`src/rtl/lsu.sv`:
```
// Load/store unit: turns byte/half/word CPU requests into whole-word bram accesses,
// using read-modify-write for sub-word stores and rejecting misaligned or illegal sizes.
`timescale 1ns/1ps

module lsu (
    input  logic        clk,
    input  logic        rst,
    input  logic        req_valid,
    output logic        req_ready,
    input  logic        req_we,
    input  logic [12:0] req_addr,
    input  logic [1:0]  req_size,
    input  logic        req_unsigned,
    input  logic [31:0] req_wdata,
    output logic        rsp_valid,
    output logic        rsp_err,
    output logic [31:0] rsp_rdata,
    output logic        mem_rd_en,
    output logic [12:0] mem_addr,
    input  logic [31:0] mem_rd_data,
    input  logic        mem_rd_valid,
    output logic        mem_wr_en,
    output logic [31:0] mem_wr_data
);

    typedef enum logic [2:0] {
        IDLE,
        RD,
        WAIT,
        WR,
        RSP
    } state_t;

    state_t      state;
    logic        lat_we;
    logic [1:0]  lat_low;
    logic [1:0]  lat_size;
    logic        lat_unsigned;
    logic [31:0] lat_wdata;

    function automatic logic is_bad_request(input logic [1:0] size, input logic [1:0] low);
        logic bad;
        case (size)
            2'd0:    bad = 1'b0;
            2'd1:    bad = low[0];
            2'd2:    bad = |low;
            default: bad = 1'b1;
        endcase
        return bad;
    endfunction

    // Shift the addressed lane down to bit 0 and extend it to 32 bits.
    function automatic logic [31:0] extract_load(input logic [31:0] data,
                                                 input logic [1:0]  low,
                                                 input logic [1:0]  size,
                                                 input logic        uns);
        logic [7:0]  lane_b;
        logic [15:0] lane_h;
        logic [31:0] result;
        lane_b = data[{low, 3'b000} +: 8];
        lane_h = data[{low[1], 4'b0000} +: 16];
        case (size)
            2'd0:    result = {{24{~uns & lane_b[7]}}, lane_b};
            2'd1:    result = {{16{~uns & lane_h[15]}}, lane_h};
            default: result = data;
        endcase
        return result;
    endfunction

    function automatic logic [31:0] merge_store(input logic [31:0] data,
                                                input logic [31:0] wdata,
                                                input logic [1:0]  low,
                                                input logic [1:0]  size);
        logic [31:0] result;
        result = data;
        case (size)
            2'd0:    result[{low, 3'b000} +: 8]     = wdata[7:0];
            2'd1:    result[{low[1], 4'b0000} +: 16] = wdata[15:0];
            default: result = wdata;
        endcase
        return result;
    endfunction

    // Every output is a register updated alongside the state, so nothing on
    // the req_* inputs can reach mem_* or rsp_* within the same cycle.
    always_ff @(posedge clk or posedge rst) begin
        if (rst) begin
            state        <= IDLE;
            req_ready    <= 1'b0;
            rsp_valid    <= 1'b0;
            rsp_err      <= 1'b0;
            rsp_rdata    <= 32'd0;
            mem_rd_en    <= 1'b0;
            mem_wr_en    <= 1'b0;
            mem_addr     <= 13'd0;
            mem_wr_data  <= 32'd0;
            lat_we       <= 1'b0;
            lat_low      <= 2'd0;
            lat_size     <= 2'd0;
            lat_unsigned <= 1'b0;
            lat_wdata    <= 32'd0;
        end else begin
            case (state)
                IDLE: begin
                    // Coming out of reset the unit spends one cycle idle but not ready.
                    if (!req_ready) begin
                        req_ready <= 1'b1;
                    end else if (req_valid) begin
                        req_ready    <= 1'b0;
                        lat_we       <= req_we;
                        lat_low      <= req_addr[1:0];
                        lat_size     <= req_size;
                        lat_unsigned <= req_unsigned;
                        lat_wdata    <= req_wdata;
                        if (is_bad_request(req_size, req_addr[1:0])) begin
                            state     <= RSP;
                            rsp_valid <= 1'b1;
                            rsp_err   <= 1'b1;
                            rsp_rdata <= 32'd0;
                        end else begin
                            mem_addr <= {req_addr[12:2], 2'b00};
                            if (req_we && (req_size == 2'd2)) begin
                                state       <= WR;
                                mem_wr_en   <= 1'b1;
                                mem_wr_data <= req_wdata;
                            end else begin
                                state     <= RD;
                                mem_rd_en <= 1'b1;
                            end
                        end
                    end
                end
                RD: begin
                    mem_rd_en <= 1'b0;
                    state     <= WAIT;
                end
                WAIT: begin
                    if (mem_rd_valid) begin
                        if (lat_we) begin
                            mem_wr_data <= merge_store(mem_rd_data, lat_wdata, lat_low, lat_size);
                            mem_wr_en   <= 1'b1;
                            state       <= WR;
                        end else begin
                            rsp_rdata <= extract_load(mem_rd_data, lat_low, lat_size, lat_unsigned);
                            rsp_valid <= 1'b1;
                            state     <= RSP;
                        end
                    end
                end
                WR: begin
                    mem_wr_en <= 1'b0;
                    rsp_valid <= 1'b1;
                    rsp_rdata <= 32'd0;
                    state     <= RSP;
                end
                RSP: begin
                    rsp_valid <= 1'b0;
                    rsp_err   <= 1'b0;
                    req_ready <= 1'b1;
                    state     <= IDLE;
                end
                default: begin
                    state     <= IDLE;
                    req_ready <= 1'b0;
                    rsp_valid <= 1'b0;
                    rsp_err   <= 1'b0;
                    mem_rd_en <= 1'b0;
                    mem_wr_en <= 1'b0;
                end
            endcase
        end
    end

endmodule

```
`config.mk`:
```
export PLATFORM = sky130hd
export DESIGN_NAME = lsu
export DESIGN_NICKNAME = d
export VERILOG_FILES = /design/src/rtl/lsu.sv
export SDC_FILE = /design/constraint.sdc
export NUM_CORES = 1
export LEC_CHECK = 0
export CORE_AREA = 2 2 125 127
export DETAILED_ROUTE_END_ITERATION = 10
export DIE_AREA = 0 0 127 129
export GPL_TIMING_DRIVEN = 0
export PLACE_DENSITY_LB_ADDON = 0.1
export SLEW_MARGIN = 0
export SYNTH_ARGS = -nofsm -noshare
export SYNTH_HDL_FRONTEND = slang
export SYNTH_SLANG_ARGS = --single-unit
```
`constraint.sdc`:
```
create_clock -name clk -period 4.8 [get_ports clk]
set_input_delay 0.72 -clock clk [delete_from_list [all_inputs] [get_ports clk]]
set_output_delay 0.72 -clock clk [all_outputs]
set_load 0.02 [all_outputs]
```
==> flow_metrics.tcl, run 1 <==
set metrics [dict create \
    nets 855 \
    htreeDepth 4 \
    cts_setup_buffers 0 \
    drv_slew 0 \
    ys_types 64 \
    synth.avg_cell_area_um2 11.4 \
    worstReg2RegEnd "mem_wr_data[21]" \
    numCtsBuffers 17 \
    rsz0062_at_grt "false" \
    synthCells 580 \
    synth.most_common_cell "dfrtp_1" \
    dr.pass1.iters 5 \
    r2r_start "lat_low[1]" \
    cp_cell_sequence "buf_2, buf_2, inv_1, ha_1, clkbuf_1, nor2b_1, a31oi_2, o22ai_1, mux2_2" \
    worstPathRequired_ps 5110 \
    cp_common_cell "buf_2" \
    cp-endpoint "mem_wr_data[21]" \
    initial_core_util_pct 44.2 \
    wl_um 22100 \
    rr_worst_depth 9 \
    grt_pass1_wl_um 34200 \
    vias_per_cell 5.97 \
    crit_type "flip-flop to flip-flop" \
    wl_per_cell_um 22.9 \
    cp-start-kind "flip-flop" \
    slew_headroom_pct 57.7 \
    finalSetupViolations 0 \
    grt.busiest_layer "met2" \
    path_clk_slew_ps 60 \
    area_growth_pct 38.7 \
    grt_max_degree 66 \
    multiInputGateArea_mm2 0.00326 \
    cts-root-buf "clkbuf_16" \
    ys_seq_area_share_pct 45.7 \
    dr_total_vias 5763 \
    gp_congestion 0.959 \
    cp_slowest_cell "dfrtp_1" \
    io_buffer_count 164 \
    gr-total-overflow 0 \
    synth_area_leader_cell "dfrtp_1" \
    seqCellArea_mm2 0.00303 \
    grt_use_total_pct 27.8 \
    critical_path.max_stage_delay_ps 550 \
    endpoint_kind "flip-flop" \
    status "finished, final reports clean" \
    hold_path_class "flip-flop to flip-flop" \
    arrival_ps 3540 \
    die_w_um 127 \
    cpLargestDelayFamily "buffers and inverters" \
    ant_nets 0 \
    core_area_mm2 0.0150 \
    drc 0 \
    rrSetupSlack_ps 1570 \
    clk_latency_ps 430 \
    synth_common_cells "121 x dfrtp_1, 60 x mux2_2, 30 x o21ai_0, 27 x nand2b_1, 27 x nor2_1" \
    post_cts_resized 0 \
    path_depth 9 \
    cp_max_fo 10 \
    io_pins 167 \
    power.density_mw_per_mm2 713 \
    synth_area_leaders "dfrtp_1 46%, mux2_2 10%, mux2i_1 2.6%" \
    drt_iter0_drc 428 \
    drive_gt1_share_pct 20.7 \
    max-cap-violations 0 \
    antenna_found_initial 1 \
    fin_skew_ps 7.88 \
    num-fill-cells 1227 \
    async_flop_share_pct 100 \
    cts_tree "built" \
    synth-seq-cells 121 \
    rows 45 \
    synth_area_mm2 0.00663 \
    met2_usage_pct 44.1 \
    hold_buffers 0 \
    max_freq_mhz 310 \
    synth_top_area_share_pct 45.7 \
    die_h_um 129 \
    tightest_slew_ps 633 \
    synth_ff_type "dfrtp_1" \
    die_area_mm2 0.0164 \
    hpwlAfterDp_um 16700 \
    hold_viol 0 \
    power_leakage_nw 3.86 \
    finalCritPeriodShare_pct 67.3 \
    cp-startpoint "lat_low[1]" \
    n_antenna_cell 0 \
    finalCoreUtilization_pct 61.4 \
    ys.warnings.count 0 \
    clockBufferDepth 2 \
    cts_sinks 121 \
    synth_edf_count 0 \
    cp_num_buf_inv 4 \
    ir_drop_v 0.000352 \
    use_met3_pct 5.49 \
    placed_area_mm2 0.00854 \
    grt_use_met1_pct 38.4 \
    layout_min_cycle_time_ps 3230 \
    finalInstanceArea_mm2 0.00919 \
    grt_pass1_vias 5727 \
]
logic make-up (layout without fill, tap and decap cells):
| logic type | count (synthesis) | count (layout) | synth area share (%) |
|---|---|---|---|
| adders and majority gates | 5 | 5 | 0.944 |
| buffers and inverters | 67 | 264 | 5.23 |
| DFF | 121 | 121 | 45.7 |
| muxes | 92 | 92 | 16.7 |
| AOI/OAI and AO/OA | 179 | 179 | 21.1 |
| and+or+nand+nor | 115 | 115 | 10.2 |
| other | 1 | 2 | 0.0566 |
worst min-delay path by stage:
| stage | from | endpoint | slack [ps] | depth (start not counted) |
|---|---|---|---|---|
| 2_1_floorplan | lat_wdata[16] | lat_wdata[16] | 470 | 1 |
| 5_1_grt | lat_wdata[16] | lat_wdata[16] | 520 | 1 |
| 3_5_place_dp | mem_wr_data[31] | mem_wr_data[31] | 470 | 1 |
| 3_3_place_gp | mem_wr_data[30] | mem_wr_data[30] | 480 | 1 |
| 6_report | mem_wr_data[20] | mem_wr_data[20] | 490 | 1 |
| 4_1_cts | mem_wr_data[25] | mem_wr_data[25] | 500 | 1 |
final cells by class:
cell class	instances	share of cell area, %
buffer	53	3.20
clock buffer	21	5.01
clock inverter	11	2.10
inverter	14	0.626
multi-input combinational	393	35.4
sequential	121	32.9
tap	188	2.56
timing repair buffer	165	18.2
layer usage:
metal / share of wire (%) / vias to the layer above
li1: - / 2579
met1: 45 / 2886
met2: 46 / 261
met3: 6.5 / 37
met4: 2.3 / 0
met5: 0 / -
worst register-to-register path: cells and delay by family (launching register included):
| family | cells | cell delay (ps) |
|---|---|---|
| buffers and inverters | 4 | 1100 |
| AO/OA/AOI/OAI | 2 | 620 |
| flip-flops | 1 | 550 |
| adder cells (fa/ha/maj) | 1 | 320 |
| multiplexers | 1 | 310 |
| AND/OR/NAND/NOR | 1 | 230 |
where the power goes:
group          switching (mW)  internal [mW]  leakage [nW]
Clock                   0.476          0.949         0.314
Sequential              0.378           1.51          1.51
Combinational            1.74           1.51          2.03
flip-flops by register name (all words and copies together) (netlist names):
name and flops:
rsp_valid 1, lat_low 2, rsp_rdata 32, req_ready 1, rsp_err 1, lat_unsigned 1, lat_size 2, mem_rd_en 1
state 3, mem_wr_en 1, mem_addr 11, mem_wr_data 32, lat_wdata 32, lat_we 1
metrics by stage:
| step | setup slack [ps] | power [mW] | hold slack, ps | setup TNS [ps] | instances |
|---|---|---|---|---|---|
| after CTS | 1640 | 6.57 | 497 | 0 | 966 |
| after detailed placement | 1660 | 5.12 | 472 | 0 | 934 |
| after floorplan | 866 | 3.81 | 471 | 0 | 581 |
| after global placement | -838 | 5.06 | 478 | -99990 | 933 |
| final | 1570 | 6.56 | 490 | 0 | 966 |
| after global routing | 1410 | 6.91 | 515 | 0 | 966 |
cells in the final DEF (no fill, tap or decap), drive strengths merged, types with 3 or more instances in the layout:
cell type / n
a211oi: 10
a21oi: 15
a221o: 8
a221oi: 8
a22o: 17
a311oi: 7
a31oi: 19
a32o: 6
a32oi: 8
a41oi: 8
and2: 10
buf: 40
bufinv: 5
clkbuf: 35
clkdlybuf4s50: 164
clkinv: 3
dfrtp: 121
ha: 5
inv: 15
mux2: 70
mux2i: 17
mux4: 5
nand2: 14
nand2b: 28
nand3b: 4
nand4: 9
nor2: 27
nor2b: 6
nor3: 3
o211ai: 9
o21ai: 30
o221ai: 3
o22ai: 14
o2bb2ai: 10
No activity file was read; power rests on OpenSTA's default activity.
==> run 2: changes to the inputs <==
clock period = 2.9 ns   (was 4.8 ns; I/O delays follow)
==> flow_metrics.tcl, run 2 (synthesis gave the netlist of run 1 again) <==
set metrics [dict create \
    final_common_cell "clkdlybuf4s50_1" \
    cp-start-kind "flip-flop" \
    rrSetupSlack_ps 180 \
    dr_total_vias 5769 \
    n_antenna_cell 0 \
    finalCritPeriodShare_pct 93.7 \
    total_power_mw 10.5 \
    drv_slew 0 \
    hold_buffers 0 \
    drc 0 \
    die_h_um 129 \
    hpwlAfterDp_um 16700 \
    status "finished, final reports clean" \
    clk_latency_ps 420 \
    gp_congestion 0.958 \
    cts_tree "built" \
    grt_max_degree 43 \
    wl_um 21800 \
    rows 45 \
    vias_per_cell 5.95 \
    antenna_found_initial 0 \
    top_regs "lat_wdata: 32 flops, mem_wr_data: 32 flops, rsp_rdata: 32 flops" \
    io_buffer_count 164 \
    crit_type "flip-flop to flip-flop" \
    clockBufferDepth 2 \
    hold_viol 0 \
    max-cap-violations 0 \
    drt_iter0_drc 414 \
    arrival_ps 3020 \
    slew_headroom_pct 57.6 \
    fin_skew_ps 5.09 \
    endpoint_kind "flip-flop" \
    grt_pass1_wl_um 33700 \
    grt_use_total_pct 27.3 \
    tightest_slew_ps 634 \
    power_leakage_nw 3.84 \
    gr-total-overflow 0 \
    ir_drop_v 0.000568 \
    core_area_mm2 0.0150 \
    nets 860 \
    rsz0062_at_grt "false" \
    hold_path_class "primary input to async pin" \
    layout_common_cells "164 x clkdlybuf4s50_1, 120 x dfrtp_1, 60 x mux2_2" \
    fin_setup_tns_ps 0 \
    worstPathRequired_ps 3200 \
    max_freq_mhz 368 \
    rr_worst_depth 9 \
    cts-root-buf "clkbuf_16" \
    wl_per_cell_um 22.4 \
    r2r_start "lat_low[1]" \
    layout_min_cycle_time_ps 2720 \
    numCtsBuffers 17 \
    initial_core_util_pct 44.2 \
    finalSetupViolations 0 \
    dr.pass1.iters 5 \
    die_w_um 127 \
    path_clk_slew_ps 60 \
    area_growth_pct 38.5 \
    cp_max_fo 10 \
    whs_ps 373 \
    placed_area_mm2 0.00857 \
    grt_pass1_vias 5660 \
    power.density_mw_per_mm2 1150 \
    worstReg2RegEnd "mem_wr_data[21]" \
    finalInstanceArea_mm2 0.00918 \
    finalCoreUtilization_pct 61.3 \
    die_area_mm2 0.0164 \
    cts_sinks 121 \
    io_pins 167 \
    ant_nets 0 \
    drive_gt1_share_pct 21.2 \
    htreeDepth 4 \
]
## run 2: changes by cell type in the layout (fill, tap and decap cells not counted), moves of 2 or more
| cell | previous run | this run |
|---|---|---|
| bufinv_16 | 5 | 1 |
| buf_12 | 0 | 3 |
| buf_4 | 5 | 9 |
| clkbuf_8 | 2 | 4 |
| a31oi_4 | 0 | 2 |
| clkinvlp_4 | 2 | 4 |
| a31oi_2 | 2 | 0 |
| inv_6 | 2 | 0 |
## run 2: cell type report
class	instances	area, um^2
well taps	188	235
fillers	1249	5800
flip-flops and latches	121	3030
inverters	14	56.3
multi-input cells	393	3270
repair buffers	170	1720
clock inverters	7	67.6
plain buffers	53	298
clock buffers	24	492
## run 2: stage by stage
stage	cells	worst slack, ps
5_1_grt	970	48.8
3_3_place_gp	933	-184
3_5_place_dp	936	-183
6_report	970	182
2_1_floorplan	581	497
4_1_cts	967	32.8
## run 2: repair_timing
action	4_1_cts	5_1_grt
setup endpoints to repair	23	20
resized for setup	3	2
buffers inserted	0	3
hold endpoints to repair	0	0
pin swaps	0	1
## run 2: per-layer routing
| layer | GRT usage [%] | vias to the layer above | share of wire, % |
|---|---|---|---|
| met1 | 37.0 | 2877 | 44 |
| met2 | 43.6 | 245 | 47 |
| met4 | 8.14 | 0 | 2.3 |
| li1 | - | 2604 | - |
| met5 | 0 | - | 0 |
| met3 | 6.90 | 43 | 7.5 |
## run 2: worst max path at each step
stage                    start         endpoint  slack [ps]
floorplan           lat_low[1]   mem_wr_data[0]         500
global placement    lat_low[1]  mem_wr_data[21]        -180
detailed placement  lat_low[1]  mem_wr_data[21]        -180
CTS                 lat_low[1]   mem_wr_data[6]          30
global route        lat_low[1]   mem_wr_data[6]          50
finish              lat_low[1]  mem_wr_data[21]         180
## run 2: worst max-delay path, stage by stage, from the launching register on
cell	delay (ps)
dfrtp_2	460
buf_2	260
buf_4	270
inv_1	140
ha_1	310
clkbuf_2	200
nor2b_1	200
a31oi_4	290
o22ai_1	180
mux2_2	290
## run 2: power by group
part / internal, mW / leakage [nW] / switching [mW] / total (mW)
sequential: 2.51 / 1.51 / 0.622 / 3.13
combinational: 2.53 / 2.07 / 2.89 / 5.42
clock: 1.26 / 0.268 / 0.747 / 2.00
total: 6.29 / 3.84 / 4.26 / 10.5
==> edit, RTL diff (settings of run 1) <==
Register the output `rsp_err` once more; this adds one clock of latency there. The other outputs are not delayed to match.
--- a/src/rtl/lsu.sv
+++ b/src/rtl/lsu.sv
@@ -30,6 +30,8 @@
         WR,
         RSP
     } state_t;
+
+    logic rsp_err_s0;
 
     state_t      state;
     logic        lat_we;
@@ -88,7 +90,7 @@
             state        <= IDLE;
             req_ready    <= 1'b0;
             rsp_valid    <= 1'b0;
-            rsp_err      <= 1'b0;
+            rsp_err_s0   <= 1'b0;
             rsp_rdata    <= 32'd0;
             mem_rd_en    <= 1'b0;
             mem_wr_en    <= 1'b0;
@@ -115,7 +117,7 @@
                         if (is_bad_request(req_size, req_addr[1:0])) begin
                             state     <= RSP;
                             rsp_valid <= 1'b1;
-                            rsp_err   <= 1'b1;
+                            rsp_err_s0 <= 1'b1;
                             rsp_rdata <= 32'd0;
                         end else begin
                             mem_addr <= {req_addr[12:2], 2'b00};
@@ -155,7 +157,7 @@
                 end
                 RSP: begin
                     rsp_valid <= 1'b0;
-                    rsp_err   <= 1'b0;
+                    rsp_err_s0 <= 1'b0;
                     req_ready <= 1'b1;
                     state     <= IDLE;
                 end
@@ -163,7 +165,7 @@
                     state     <= IDLE;
                     req_ready <= 1'b0;
                     rsp_valid <= 1'b0;
-                    rsp_err   <= 1'b0;
+                    rsp_err_s0 <= 1'b0;
                     mem_rd_en <= 1'b0;
                     mem_wr_en <= 1'b0;
                 end
@@ -171,5 +173,9 @@
         end
     end
 
+    always_ff @(posedge clk) begin
+        rsp_err <= rsp_err_s0;
+    end
+
 endmodule
 
Check against the original RTL: not equivalent (Yosys sat finds a counterexample within 4 cycles, from zero or initial values and one cycle with rst high).
==> edit against run 1 <==
- setup slack lost 0.29 ns
- count of clock-buffer cells in the layout shrank 2
- design area up 0.26%
- sequential cell count up 1
- routed wire length is 7.2% higher
- synthesized area rose by 1.0%
- via count grew 5.5%
- total power grew 1.3%
- critical path type unchanged
==> edit: results (changes against run 1) <==
* Outcome: completed
* Gr usage total at 0.296 (+0.0179)
* Hold_ws at 0.394 ns (-0.0955 ns)
* Power Density at 721 nW/um^2 (+1.0%)
* Seq/Total Area, Yosys at 0.455 (-0.00154)
* Dpl hpwl at 17700 um (+5.9%)
* Util after Layout at 0.615 (+0.00159)
* Reg2Reg Setup Slack at 1.28 ns (-0.29 ns)
* Ranking of synthesized cells by area: dfrtp_1, mux2_2, o2bb2ai_1
* Logic pwr share at 0.513 (+0.018)
* Clock root cell: clkbuf_16
* RePlAce Congestion at 0.964 (+0.50%)
* First-pass GRT wire length at 36100 um (+5.6%)
* Final clock skew at 0.00857 ns (+0.000688 ns)
* Vias per cell at 6.09 (+2.1%)
* VDD IR max at 0.000452 V (+28%)
* Fin nets at 887 (+3.7%)
* Initial antenna violation count at 0 (-1)
* Post-Syn Area per Cell at 10.9 um^2 (-4.3%)
* Via count of the first global-routing pass at 6189 (+8.1%)
* Fill cell count at 1250 (+1.9%)
* Most frequent cells after synthesis: dfrtp_1, mux2_2, nor2_1
* Inst Count DP at 966 (+3.4%)
* NetSw at 2.73 mW (+5.5%)
* Via count at 6080 (+5.5%)
* Drt wl/cell at 23.7 um (+3.8%)
* DP Worst Slack at 1.36 ns (-0.295 ns)
* Synth unique cells at 56 (-13%)
* Worst slew margin at 0.198 (-0.379)
* Async SR Flop Fraction at 0.992 (-0.00820)
* Seq pwr share at 0.286 (-0.002)
* LEAKAGE at 3.68 nW (-4.6%)
* DP Area at 8610 um^2 (+0.78%)
* Fmax at 284 MHz (-8.2%)
* Largest net degree at the start of global routing at 69 (+4.5%)
* Initial drt markers at 536 (+25%)
* Worst EP arrival at 3.88 ns (+0.34 ns)
* Clock slew at reported path FFs at 0.06 ns (about the same)
* Antenna Cells at 0 (unchanged)
* First-pass detailed-route iteration total at 7 (+2)
* Layout cells sized above 1 at 0.184 (-0.0230)
* Num CTS Buffers at 17 (unchanged)
-- edit: changes by cell type in the layout (fill, tap and decap cells not counted), sizes merged, moves of 16 or more --
cell,run 1,this run
nand2b,28,6
buf,40,22
clkbuf,35,53
a22o,17,0
mux2,70,87
nand3,2,18
-- edit: cell families (layout without fill, tap and decap cells) --
family | after synthesis | count (layout) | synth area share
other | 1 | 2 | 0.000560
DFF | 122 | 122 | 0.455
AOI/OAI and AO/OA | 154 | 154 | 0.176
adders and majority gates | 5 | 5 | 0.00935
muxes | 109 | 109 | 0.187
and+or+nand+nor | 150 | 150 | 0.125
buffers and inverters | 71 | 268 | 0.0462
-- edit: final timing paths --
check                      startpoint              to  depth (start not counted)
setup / recovery           lat_low[1]  mem_wr_data[0]                          8
hold / removal             rsp_err_s0         rsp_err                          0
setup reg to reg           lat_low[1]  mem_wr_data[0]                          8
hold reg to reg            rsp_err_s0         rsp_err                          0
max in group asynchronous         rst    lat_wdata[0]                          3
min in group asynchronous         rst   rsp_rdata[15]                          2
-- edit: worst max-delay path: stages, from the launching register on --
cell	delay, ns
dfrtp_1	0.54
buf_2	0.32
buf_1	0.44
inv_1	0.30
ha_1	0.36
or4b_2	0.63
a31oi_2	0.45
a221o_1	0.27
mux2_2	0.15
-- edit: layout make-up --
class                      count  area share
multi-input combinational    420       0.362
sequential                   122       0.331
timing repair buffer         165       0.181
clock buffer                  19      0.0481
buffer                        55      0.0270
tap                          188      0.0255
clock inverter                13      0.0182
inverter                      16     0.00706
-- edit: routing by layer --
metal	wire, um	global-route usage	vias to the layer above
met4	762	0.120	0
met3	1880	0.0615	59
met5	0	0	-
met1	10300	0.411	2993
met2	10700	0.454	320
li1	-	-	2708
